`src/rtl/meikyuu_room_renderer.sv`:
```
// meikyuu_room_renderer
//   VGA room renderer for the meikyuu maze game. Generates VGA timing, holds a
//   writable MAP_W x MAP_H tile map and draws the walls of the current room
//   plus the player sprite. Room tile and sprite position are latched once per
//   frame so the picture never tears.
//
//   Optional feature macro: MEIKYUU_SPRITE_EN (defined = sprite overlay built).
//
// Ports:
//   CLOCK_25            pixel clock
//   reset               asynchronous active-low reset
//   room_x, room_y      current room column/row (3 bits each)
//   player_x, player_y  sprite top-left corner, active-area coordinates
//   map_wr_en           map write strobe; map_wr_x/map_wr_y/map_wr_tile
//   VGA_R/G/B           8-bit colour, VGA_HS/VGA_VS active-low sync
//   VGA_BLANK_N         high in the active area, VGA_SYNC_N constant 0
//   frame_start         one-cycle pulse while the counters read (0,0)
//
// Pipeline: counters -> region compares (stage 1) -> registered outputs
// (stage 2); colour, sync and blank lag the counters by exactly 2 cycles.
module meikyuu_room_renderer #(
    parameter int H_ACTIVE = 640,
    parameter int H_FP     = 16,
    parameter int H_SYNC   = 96,
    parameter int H_BP     = 48,
    parameter int V_ACTIVE = 480,
    parameter int V_FP     = 10,
    parameter int V_SYNC   = 2,
    parameter int V_BP     = 33,
    parameter int MAP_W    = 3,
    parameter int MAP_H    = 3,
    parameter int WALL     = 100,
    parameter int SPRITE   = 16
) (
    input  logic       CLOCK_25,
    input  logic       reset,
    input  logic [2:0] room_x,
    input  logic [2:0] room_y,
    input  logic [9:0] player_x,
    input  logic [9:0] player_y,
    input  logic       map_wr_en,
    input  logic [2:0] map_wr_x,
    input  logic [2:0] map_wr_y,
    input  logic [3:0] map_wr_tile,
    output logic [7:0] VGA_R,
    output logic [7:0] VGA_G,
    output logic [7:0] VGA_B,
    output logic       VGA_HS,
    output logic       VGA_VS,
    output logic       VGA_BLANK_N,
    output logic       VGA_SYNC_N,
    output logic       frame_start
);

    localparam int H_TOTAL = H_ACTIVE + H_FP + H_SYNC + H_BP;
    localparam int V_TOTAL = V_ACTIVE + V_FP + V_SYNC + V_BP;

    // All region arithmetic is 11 bits wide so sprite edges never wrap.
    localparam logic [10:0] H_ACT   = 11'(H_ACTIVE);
    localparam logic [10:0] V_ACT   = 11'(V_ACTIVE);
    localparam logic [10:0] H_LAST  = 11'(H_TOTAL - 1);
    localparam logic [10:0] V_LAST  = 11'(V_TOTAL - 1);
    localparam logic [10:0] HS_BEG  = 11'(H_ACTIVE + H_FP);
    localparam logic [10:0] HS_END  = 11'(H_ACTIVE + H_FP + H_SYNC);
    localparam logic [10:0] VS_BEG  = 11'(V_ACTIVE + V_FP);
    localparam logic [10:0] VS_END  = 11'(V_ACTIVE + V_FP + V_SYNC);
    localparam logic [10:0] WALL_W  = 11'(WALL);
    localparam logic [10:0] H_RWALL = 11'(H_ACTIVE - WALL);
    localparam logic [10:0] V_BWALL = 11'(V_ACTIVE - WALL);

    // ---------------- stage 0: counters ----------------
    logic [10:0] h, v, h_nx, v_nx;
    logic        running;

    // While not running (first edge after reset) the counters hold at (0,0),
    // so frame_start is raised on that first edge with the counters at (0,0).
    always_comb begin
        h_nx = h;
        v_nx = v;
        if (running) begin
            if (h == H_LAST) begin
                h_nx = 11'd0;
                v_nx = (v == V_LAST) ? 11'd0 : v + 11'd1;
            end else begin
                h_nx = h + 11'd1;
            end
        end
    end

    always_ff @(posedge CLOCK_25 or negedge reset) begin
        if (!reset) begin
            h           <= 11'd0;
            v           <= 11'd0;
            running     <= 1'b0;
            frame_start <= 1'b0;
        end else begin
            h           <= h_nx;
            v           <= v_nx;
            running     <= 1'b1;
            frame_start <= (h_nx == 11'd0) && (v_nx == 11'd0);
        end
    end

    // ---------------- tile map ----------------
    logic [3:0] map_q [MAP_H][MAP_W];
    logic [3:0] cell_rd;

    always_ff @(posedge CLOCK_25 or negedge reset) begin
        if (!reset) begin
            for (int y = 0; y < MAP_H; y++)
                for (int x = 0; x < MAP_W; x++)
                    map_q[y][x] <= 4'd6;
        end else if (map_wr_en) begin
            // Coordinates that match no cell are simply dropped.
            for (int y = 0; y < MAP_H; y++)
                for (int x = 0; x < MAP_W; x++)
                    if (map_wr_y == 3'(y) && map_wr_x == 3'(x))
                        map_q[y][x] <= map_wr_tile;
        end
    end

    // Out-of-range room reads as solid tile 15.
    always_comb begin
        cell_rd = 4'd15;
        for (int y = 0; y < MAP_H; y++)
            for (int x = 0; x < MAP_W; x++)
                if (room_y == 3'(y) && room_x == 3'(x))
                    cell_rd = map_q[y][x];
    end

    // ---------------- frame latch ----------------
    // The latch edge is the one ending the frame_start cycle. Pixel (0,0) is
    // evaluated on that same edge, so it bypasses to the value being latched;
    // the map write on that edge is not yet visible (read-before-write).
    logic [3:0] tile_q, tile_eff;

    always_ff @(posedge CLOCK_25 or negedge reset) begin
        if (!reset)           tile_q <= 4'd6;
        else if (frame_start) tile_q <= cell_rd;
    end

    assign tile_eff = frame_start ? cell_rd : tile_q;

    // ---------------- stage 1: region compares ----------------
    logic left, right, top, bottom, active_c, wall_c, spr_hit;

    assign left     = h < WALL_W;
    assign right    = h >= H_RWALL;
    assign top      = v < WALL_W;
    assign bottom   = v >= V_BWALL;
    assign active_c = (h < H_ACT) && (v < V_ACT);

    always_comb begin
        wall_c = 1'b1;
        case (tile_eff)
            4'd0:    wall_c = left | right;
            4'd1:    wall_c = top | bottom;
            4'd2:    wall_c = (top & left) | bottom | right;
            4'd3:    wall_c = (top & right) | bottom | left;
            4'd4:    wall_c = (bottom & right) | top | left;
            4'd5:    wall_c = (bottom & left) | top | right;
            4'd6:    wall_c = (top | bottom) & (left | right);
            default: wall_c = 1'b1;
        endcase
    end

`ifdef MEIKYUU_SPRITE_EN
    localparam logic [10:0] SPR_W = 11'(SPRITE);
    logic [9:0]  px_q, py_q;
    logic [10:0] px_eff, py_eff;

    always_ff @(posedge CLOCK_25 or negedge reset) begin
        if (!reset) begin
            px_q <= 10'd0;
            py_q <= 10'd0;
        end else if (frame_start) begin
            px_q <= player_x;
            py_q <= player_y;
        end
    end

    assign px_eff  = frame_start ? {1'b0, player_x} : {1'b0, px_q};
    assign py_eff  = frame_start ? {1'b0, player_y} : {1'b0, py_q};
    // Gating with active_c clips the sprite to the visible area.
    assign spr_hit = active_c && (h >= px_eff) && (h < px_eff + SPR_W)
                              && (v >= py_eff) && (v < py_eff + SPR_W);
`else
    logic unused_player;
    assign unused_player = ^{player_x, player_y};
    assign spr_hit       = 1'b0;
`endif

    logic active_s1, wall_s1, spr_s1, hs_s1, vs_s1;

    always_ff @(posedge CLOCK_25 or negedge reset) begin
        if (!reset) begin
            active_s1 <= 1'b0;
            wall_s1   <= 1'b0;
            spr_s1    <= 1'b0;
            hs_s1     <= 1'b1;
            vs_s1     <= 1'b1;
        end else begin
            active_s1 <= active_c;
            wall_s1   <= wall_c;
            spr_s1    <= spr_hit;
            hs_s1     <= !((h >= HS_BEG) && (h < HS_END));
            vs_s1     <= !((v >= VS_BEG) && (v < VS_END));
        end
    end

    // ---------------- stage 2: registered outputs ----------------
    always_ff @(posedge CLOCK_25 or negedge reset) begin
        if (!reset) begin
            {VGA_R, VGA_G, VGA_B} <= 24'd0;
            VGA_HS                <= 1'b1;
            VGA_VS                <= 1'b1;
            VGA_BLANK_N           <= 1'b0;
        end else begin
            VGA_HS      <= hs_s1;
            VGA_VS      <= vs_s1;
            VGA_BLANK_N <= active_s1;
            if (!active_s1)   {VGA_R, VGA_G, VGA_B} <= 24'd0;
            else if (spr_s1)  {VGA_R, VGA_G, VGA_B} <= {8'd153, 8'd51, 8'd153};
            else if (wall_s1) {VGA_R, VGA_G, VGA_B} <= {8'd36, 8'd60, 8'd0};
            else              {VGA_R, VGA_G, VGA_B} <= 24'd0;
        end
    end

    assign VGA_SYNC_N = 1'b0;

endmodule

```
`config.mk`:
```
export PLATFORM = sky130hd
export DESIGN_NAME = meikyuu_room_renderer
export DESIGN_NICKNAME = d
export VERILOG_FILES = /design/src/rtl/meikyuu_room_renderer.sv
export SDC_FILE = /design/constraint.sdc
export NUM_CORES = 1
export LEC_CHECK = 0
export CAP_MARGIN = 0
export CORE_MARGIN = 2
export CORE_UTILIZATION = 40
export DETAILED_ROUTE_END_ITERATION = 6
export HOLD_SLACK_MARGIN = 0.06
export PLACE_DENSITY = 0.69
export SLEW_MARGIN = 20
export SYNTH_ARGS = -nofsm -noshare
export SYNTH_HDL_FRONTEND = slang
export SYNTH_SLANG_ARGS = --single-unit
```
`constraint.sdc`:
```
create_clock -name CLOCK_25 -period 3.35 [get_ports CLOCK_25]
set_input_delay 0.5025 -clock CLOCK_25 [delete_from_list [all_inputs] [get_ports CLOCK_25]]
set_output_delay 0.5025 -clock CLOCK_25 [all_outputs]
set_load 0.02 [all_outputs]
```
==> implementation parameters, run 1 <==
Parameter                              Value

Clocking
  Cell chosen for the clock root ... clkbuf_8
  TritonCTS buffer count ... 9
  Number of sinks on the clock net ... 72
  Post-CTS Hold Fix Bufs ... 0
  Post-CTS sizing ... 0
  Clock tree from TritonCTS ... done
  Max Buffers Root-to-Sink ... 2
  Clock Latency Late Sink ... 350 ps
  Post-CTS setup buffer count ... 0
  Clock transition at path regs ... 80 ps
  H-tree level count ... 3

Die
  Area of the die ... 10900 sq um
  Y dimension of the die ... 105 microns
  Initial Utilization ... 0.412
  Count of pins on the block boundary ... 68
  Horizontal die dimension ... 105 microns
  Floorplan Core Area ... 9820 sq um
  Standard-cell rows ... 36

STA
  Final Critical Period ... 2860 ps
  Setup repair after global routing missed its margin ... no
  Final setup violation count ... 0
  Achievable frequency ... 350 MHz
  Setup tns final ... 0 ps
  Transition time of the tightest slew-check pin ... 866 ps
  Period utilization ... 0.853
  Max transition margin ... 0.414
  Setup skew after layout ... 12.1 ps
  Number of endpoints with negative hold slack in the final report ... 0
  Total count of max-transition violations in the final report ... 0

Synthesis
  List of most frequent post-synthesis cells ... dfrtp_1 (48), mux2_2 (36), buf_4 (24), dfstp_2 (24)
  Primary flip-flop cell chosen by synthesis mapping ... dfrtp_1
  Warning count from the yosys run ... 0
  Post-synthesis sequential area ratio ... 0.453
  Average cell area after synthesis ... 10.7 sq um
  Netlist area before placement ... 4050 sq um
  Fraction of registers with async set/reset ... 1.00
  Most instantiated library cell after synthesis ... dfrtp_1
  Share of Yosys cell area claimed by the top area cell type ... 0.297
  Number of synthesized flops with an enable pin ... 0
  Post-Synth Adder-Cell Area ... 0.00927
  Simple-gate area share of the yosys netlist ... 0.202
  Number of distinct library cells after synthesis ... 70
  Combinational family with the most area after synthesis ... simple AND/OR/NAND/NOR gates
  Multiplexer share of the synthesized area ... 0.130
  Area share of xor/xnor cells in the synthesized design ... 0.0238
  Complex-gate fraction of the synthesized area ... 0.0998
  Synth Instances ... 380
  Cell taking the most area after synthesis ... dfrtp_1
  Total of flip-flops plus latches after synthesis ... 72
  Largest cells by area after synthesis ... dfrtp_1 (30%), dfstp_2 (16%), mux2_2 (10%)

Pwr
  Combinational cell fraction of total power ... 0.237
  Pint ... 1.63 mW
  Total design power ... 2.36 mW
  Sw power ... 723 uW
  Pwr per Cell Area ... 515 nW/um^2
  Share of total power consumed by net switching ... 0.307
  Clock share of power ... 0.288
  Maximum ir drop on the vdd rail ... 0.294 mV
  Leakage dissipation ... 1.92 nW
  Sequential group share of total power ... 0.476

Critical path
  Peak fanout along the critical path ... 7
  Kind of critical path ... in -> reg
  Critical Path Sink Type ... flip-flop
  Worst endpoint required time ... 3600 ps
  Worst endpoint data arrival time ... 3110 ps
  Critical path startpoint category ... input port

Cells and area
  Filler cell count in the final layout ... 929
  Antenna cell count ... 0
  Net count, final ... 449
  Growth of design area from synthesis to finish ... 13.0%
  Fraction of final layout cells with drive strength greater than 1 ... 0.257

Run status
  Outcome ... finished, final reports clean

Global routing
  Total routing usage reported by global routing ... 0.164
  Number of global-route vias before repair ... 2962
  Maximum number of pins on one net before global-route repair ... 29
  Global-route congestion overflow total ... 0
  First-pass GRT wire length ... 14500 microns
  Number of antenna violations at the first check in global routing ... 0

Run
  Max-cap check violation count ... 0

Placed design
  Port-buffer cells ... 28
  DP Wirelength ... 6160 microns
  Final weighted congestion in routability-driven placement ... 0.868

Drt
  Via density per instance ... 5.40
  Antenna-violating nets left ... 0
  Routed len/inst ... 15.7 microns
  First-pass iteration count of the detailed router ... 4
  Vias after detailed routing ... 2942
  Total DRC errors in the routed layout ... 0
  Total length of routed wires ... 8560 microns
  Number of DRC markers after the initial detailed-route iteration ... 123

Min path
  Class of the worst hold path ... in -> async
[kinds of logic after synthesis]
kind of cell / after synthesis
multiplexers: 44
AO/OA/AOI/OAI: 56
other: 2
flip-flops: 72
XOR/XNOR: 11
buffers and inverters: 56
adder cells (fa/ha/maj): 3
AND/OR/NAND/NOR: 136
[cell usage in the layout (no fill, tap or decap), types with 3 or more instances in the layout]
cell type and instances:
nor2b_1 7, inv_1 14, clkdlybuf4s50_1 27, a22oi_1 3, nor4_1 10, nor4b_1 6
mux2_2 36, xnor2_1 7, o21ai_0 15, nand3_1 9, nor2_1 21, mux2i_1 4
mux4_2 3, or4_1 4, conb_1 20, dfstp_2 24, nand4_1 8, and2_1 4
a21oi_1 7, nor3_1 14, or3_1 4, nand2b_1 6, ha_1 3, clkbuf_8 10
xor2_1 4, dfrtp_1 48, nand2_1 21, and3_1 4, buf_4 12, o221ai_1 3
[critical path, cell delays in order]
cell and delay [ps]:
clkdlybuf4s50_1 580, or4b_4 530, or3b_4 430, o21a_1 210, a31oi_4 170, mux2_4 310
o311a_1 300, o311ai_1 80
[state kept, by name, indices dropped and copies added (netlist names)]
signal	flops
hs_s1	1
frame_start	1
tile_q	4
active_s1	1
running	1
vs_s1	1
v	11
h	11
VGA_VS	1
VGA_BLANK_N	1
wall_s1	1
VGA_HS	1
VGA_G	1
map_q	36
[metrics by stage]
stage	cells	worst slack (ps)	hold WS [ps]	area (sq um)	utilization
after global placement	529	185	346	4380	0.446
after global routing	545	382	210	4570	0.466
after CTS	545	510	182	4570	0.466
after floorplan	398	684	207	4120	-
final	545	492	166	4570	0.466
after detailed placement	529	132	347	4380	0.446
[power groups by stage]
| stage | logic [mW] | clock network, mW | registers, mW |
|---|---|---|---|
| floorplan | 0.464 | 0 | 1.08 |
| global placement | 0.539 | 0 | 1.13 |
| detailed placement | 0.556 | 0 | 1.13 |
| CTS | 0.558 | 0.700 | 1.12 |
| global route | 0.608 | 0.738 | 1.14 |
| finish | 0.558 | 0.678 | 1.12 |
[final timing paths]
path / startpoint / to / slack, ps / cells after the start
max in group asynchronous: reset / VGA_VS$_DFF_PN1_ / 2350 / 2
hold / removal: reset / map_q[7]$_DFFE_PN0P_ / 170 / 1
setup reg to reg: h[5]$_DFF_PN0_ / frame_start$_DFF_PN0_ / 620 / 6
hold reg to reg: vs_s1$_DFF_PN1_ / VGA_VS$_DFF_PN1_ / 360 / 0
setup / recovery: room_y[1] / wall_s1$_DFF_PN0_ / 490 / 8
min in group CLOCK_25: vs_s1$_DFF_PN1_ / VGA_VS$_DFF_PN1_ / 360 / 0
[metal layers]
metal  vias to the layer above  global-route usage  part of all wire
met5                         -                   0                 0
met1                      1446               0.209              0.45
met2                        85               0.267              0.48
li1                       1393                   -                 -
met3                        18              0.0424             0.048
met4                         0              0.0629             0.019
[area by class of cell]
type	count	area (sq um)	area share
multi-input combinational	270	1960	0.428
tap	133	166	0.0364
sequential	72	1830	0.400
clock buffer	11	163	0.0356
timing repair buffer	40	365	0.0799
clock inverter	5	36.3	0.00793
inverter	14	52.6	0.0115
(Power assumes the default switching activity.)
==> run 2: changes to the inputs <==
Settings changed: PLACE_DENSITY 0.69 to 0.66.
==> run 2 against run 1 <==
Via count fell by 2.6%. Non-clock buffer count fell by 1. Clock power rose by 2.9%. Maximum frequency rose by 0.18%. Critical endpoint unchanged.
==> implementation parameters, run 2 (same netlist as run 1, synthesis figures left out) <==
Parameter                              Value

Run status
  Outcome ... finished, final reports clean

Cells and area
  Fraction of final layout cells with drive strength greater than 1 ... 0.255 (-0.00181)
  Most frequent standard cell in the layout excluding fill and tap cells ... dfrtp_1
  Largest register FFs ... 36 (unchanged)
  Finished Core Util ... 0.466 (about the same)
  Growth of design area from synthesis to finish ... 13.0% (about the same)
  Filler cell count in the final layout ... 951 (+2.4%)
  Antenna cell count ... 0 (unchanged)
  Net count, final ... 448 (-0.22%)
  Largest registers in the final layout ... map_q (36), h (11), v (11)
  Largest register by flop count ... map_q
  Most frequent cells in the layout ... dfrtp_1 (48), mux2_2 (36), clkdlybuf4s50_1 (27)

Critical path
  Worst endpoint data arrival time ... 3100 ps (about the same)
  Kind of critical path ... in -> reg
  Critical Path Sink Type ... flip-flop
  Peak fanout along the critical path ... 7 (unchanged)
  Critical path startpoint category ... input port
  Worst endpoint required time ... 3600 ps (about the same)

Pwr
  Maximum ir drop on the vdd rail ... 0.293 mV (-0.28%)
  Pwr per Cell Area ... 515 nW/um^2 (-0.11%)
  Leakage dissipation ... 1.92 nW (+0.10%)

STA
  Final Critical Period ... 2850 ps (-5.16 ps)
  Transition time of the tightest slew-check pin ... 882 ps (+16.0 ps)
  Period utilization ... 0.852 (-0.00154)
  Final setup violation count ... 0 (unchanged)
  Setup tns final ... 0 ps (unchanged)
  Number of endpoints with negative hold slack in the final report ... 0 (unchanged)
  Achievable frequency ... 351 MHz (+0.18%)
  Total count of max-transition violations in the final report ... 0 (unchanged)
  Setup skew after layout ... 7.88 ps (-4.20 ps)
  Setup repair after global routing missed its margin ... no
  Max transition margin ... 0.412 (-0.00254)

Clocking
  Clock tree from TritonCTS ... done
  Clock Latency Late Sink ... 350 ps (about the same)
  Post-CTS sizing ... 0 (unchanged)
  Post-CTS setup buffer count ... 0 (unchanged)
  Cell chosen for the clock root ... clkbuf_8
  Number of sinks on the clock net ... 72 (unchanged)
  H-tree level count ... 3 (unchanged)
  Clock transition at path regs ... 80 ps (about the same)
  Max Buffers Root-to-Sink ... 2 (unchanged)
  Post-CTS Hold Fix Bufs ... 0 (unchanged)
  TritonCTS buffer count ... 9 (unchanged)

Die
  Count of pins on the block boundary ... 68 (unchanged)
  Floorplan Core Area ... 9820 sq um (unchanged)
  Area of the die ... 10900 sq um (unchanged)
  Initial Utilization ... 0.412 (unchanged)
  Horizontal die dimension ... 105 microns (unchanged)
  Y dimension of the die ... 105 microns (unchanged)
  Standard-cell rows ... 36 (unchanged)

Placed design
  Port-buffer cells ... 28 (unchanged)
  DP Wirelength ... 5920 microns (-3.9%)
  Final weighted congestion in routability-driven placement ... 0.811 (-6.5%)

Drt
  Antenna-violating nets left ... 0 (unchanged)
  Total DRC errors in the routed layout ... 0 (unchanged)
  Vias after detailed routing ... 2865 (-2.6%)
  Via density per instance ... 5.27 (-2.4%)
  Total length of routed wires ... 8170 microns (-4.5%)
  Number of DRC markers after the initial detailed-route iteration ... 172 (+40%)
  First-pass iteration count of the detailed router ... 4 (unchanged)
  Routed len/inst ... 15.0 microns (-4.4%)

Min path
  Class of the worst hold path ... in -> async

Global routing
  Number of antenna violations at the first check in global routing ... 0 (unchanged)
  Global-route congestion overflow total ... 0 (unchanged)
  First-pass GRT wire length ... 14100 microns (-2.5%)
  Total routing usage reported by global routing ... 0.160 (-0.00310)
  Maximum number of pins on one net before global-route repair ... 73 (+150%)
  Number of global-route vias before repair ... 2892 (-2.4%)

Run
  Max-cap check violation count ... 0 (unchanged)
==> run 2: changes by cell type in the layout (fill, tap and decap cells not counted) <==
cell,before,now
clkbuf_16,1,2
inv_6,2,1
buf_4,12,11
inv_4,0,1
clkbuf_8,10,9
==> run 2: through the flow <==
step	total power [mW]	hold slack [ps]	setup slack, ps	cell area, sq um	cells
after floorplan	1.55	207	684	4120	398
after global placement	1.66	346	185	4370	528
after detailed placement	1.68	347	135	4370	528
after CTS	2.39	358	511	4580	544
after global routing	2.50	362	358	4580	544
final	2.35	328	497	4580	544
==> run 2: area by class of cell <==
| type | count | area (sq um) | share of cell area |
|---|---|---|---|
| timing repair buffer | 39 | 358 | 0.0782 |
| inverter | 14 | 52.6 | 0.0115 |
| sequential | 72 | 1830 | 0.400 |
| tap | 133 | 166 | 0.0364 |
| clock buffer | 11 | 174 | 0.0380 |
| multi-input combinational | 270 | 1960 | 0.428 |
| clock inverter | 5 | 33.8 | 0.00738 |
==> run 2: critical path, stage by stage <==
cell             delay (ps)
clkdlybuf4s50_1         530
or4b_4                  500
or3b_4                  430
o21a_1                  210
a31oi_4                 230
mux2_4                  320
o311a_1                 280
o311ai_1                 90
==> run 2: path summary, 6_finish.rpt <==
kind,start,to,depth (start not counted),slack [ps]
worst max-delay path,room_y[1],wall_s1$_DFF_PN0_,8,500
worst min-delay path,reset,map_q[8]$_DFFE_PN0P_,2,330
worst max register to register,v[1]$_DFF_PN0_,frame_start$_DFF_PN0_,9,610
worst min register to register,hs_s1$_DFF_PN1_,VGA_HS$_DFF_PN1_,0,360
max in group asynchronous,reset,v[0]$_DFF_PN0_,2,2420
min in group CLOCK_25,hs_s1$_DFF_PN1_,VGA_HS$_DFF_PN1_,0,360
==> run 2: where the power goes <==
part | internal [mW] | leakage (nW) | switching [mW]
clock network | 0.361 | 0.110 | 0.337
logic | 0.271 | 0.942 | 0.268
registers | 1.02 | 0.871 | 0.101
total | 1.65 | 1.92 | 0.707
==> run 2: per-layer routing <==
layer | global-route usage | part of all wire
met1 | 0.200 | 0.45
met4 | 0.0533 | 0.015
met3 | 0.0418 | 0.039
met2 | 0.271 | 0.50
met5 | 0 | 0
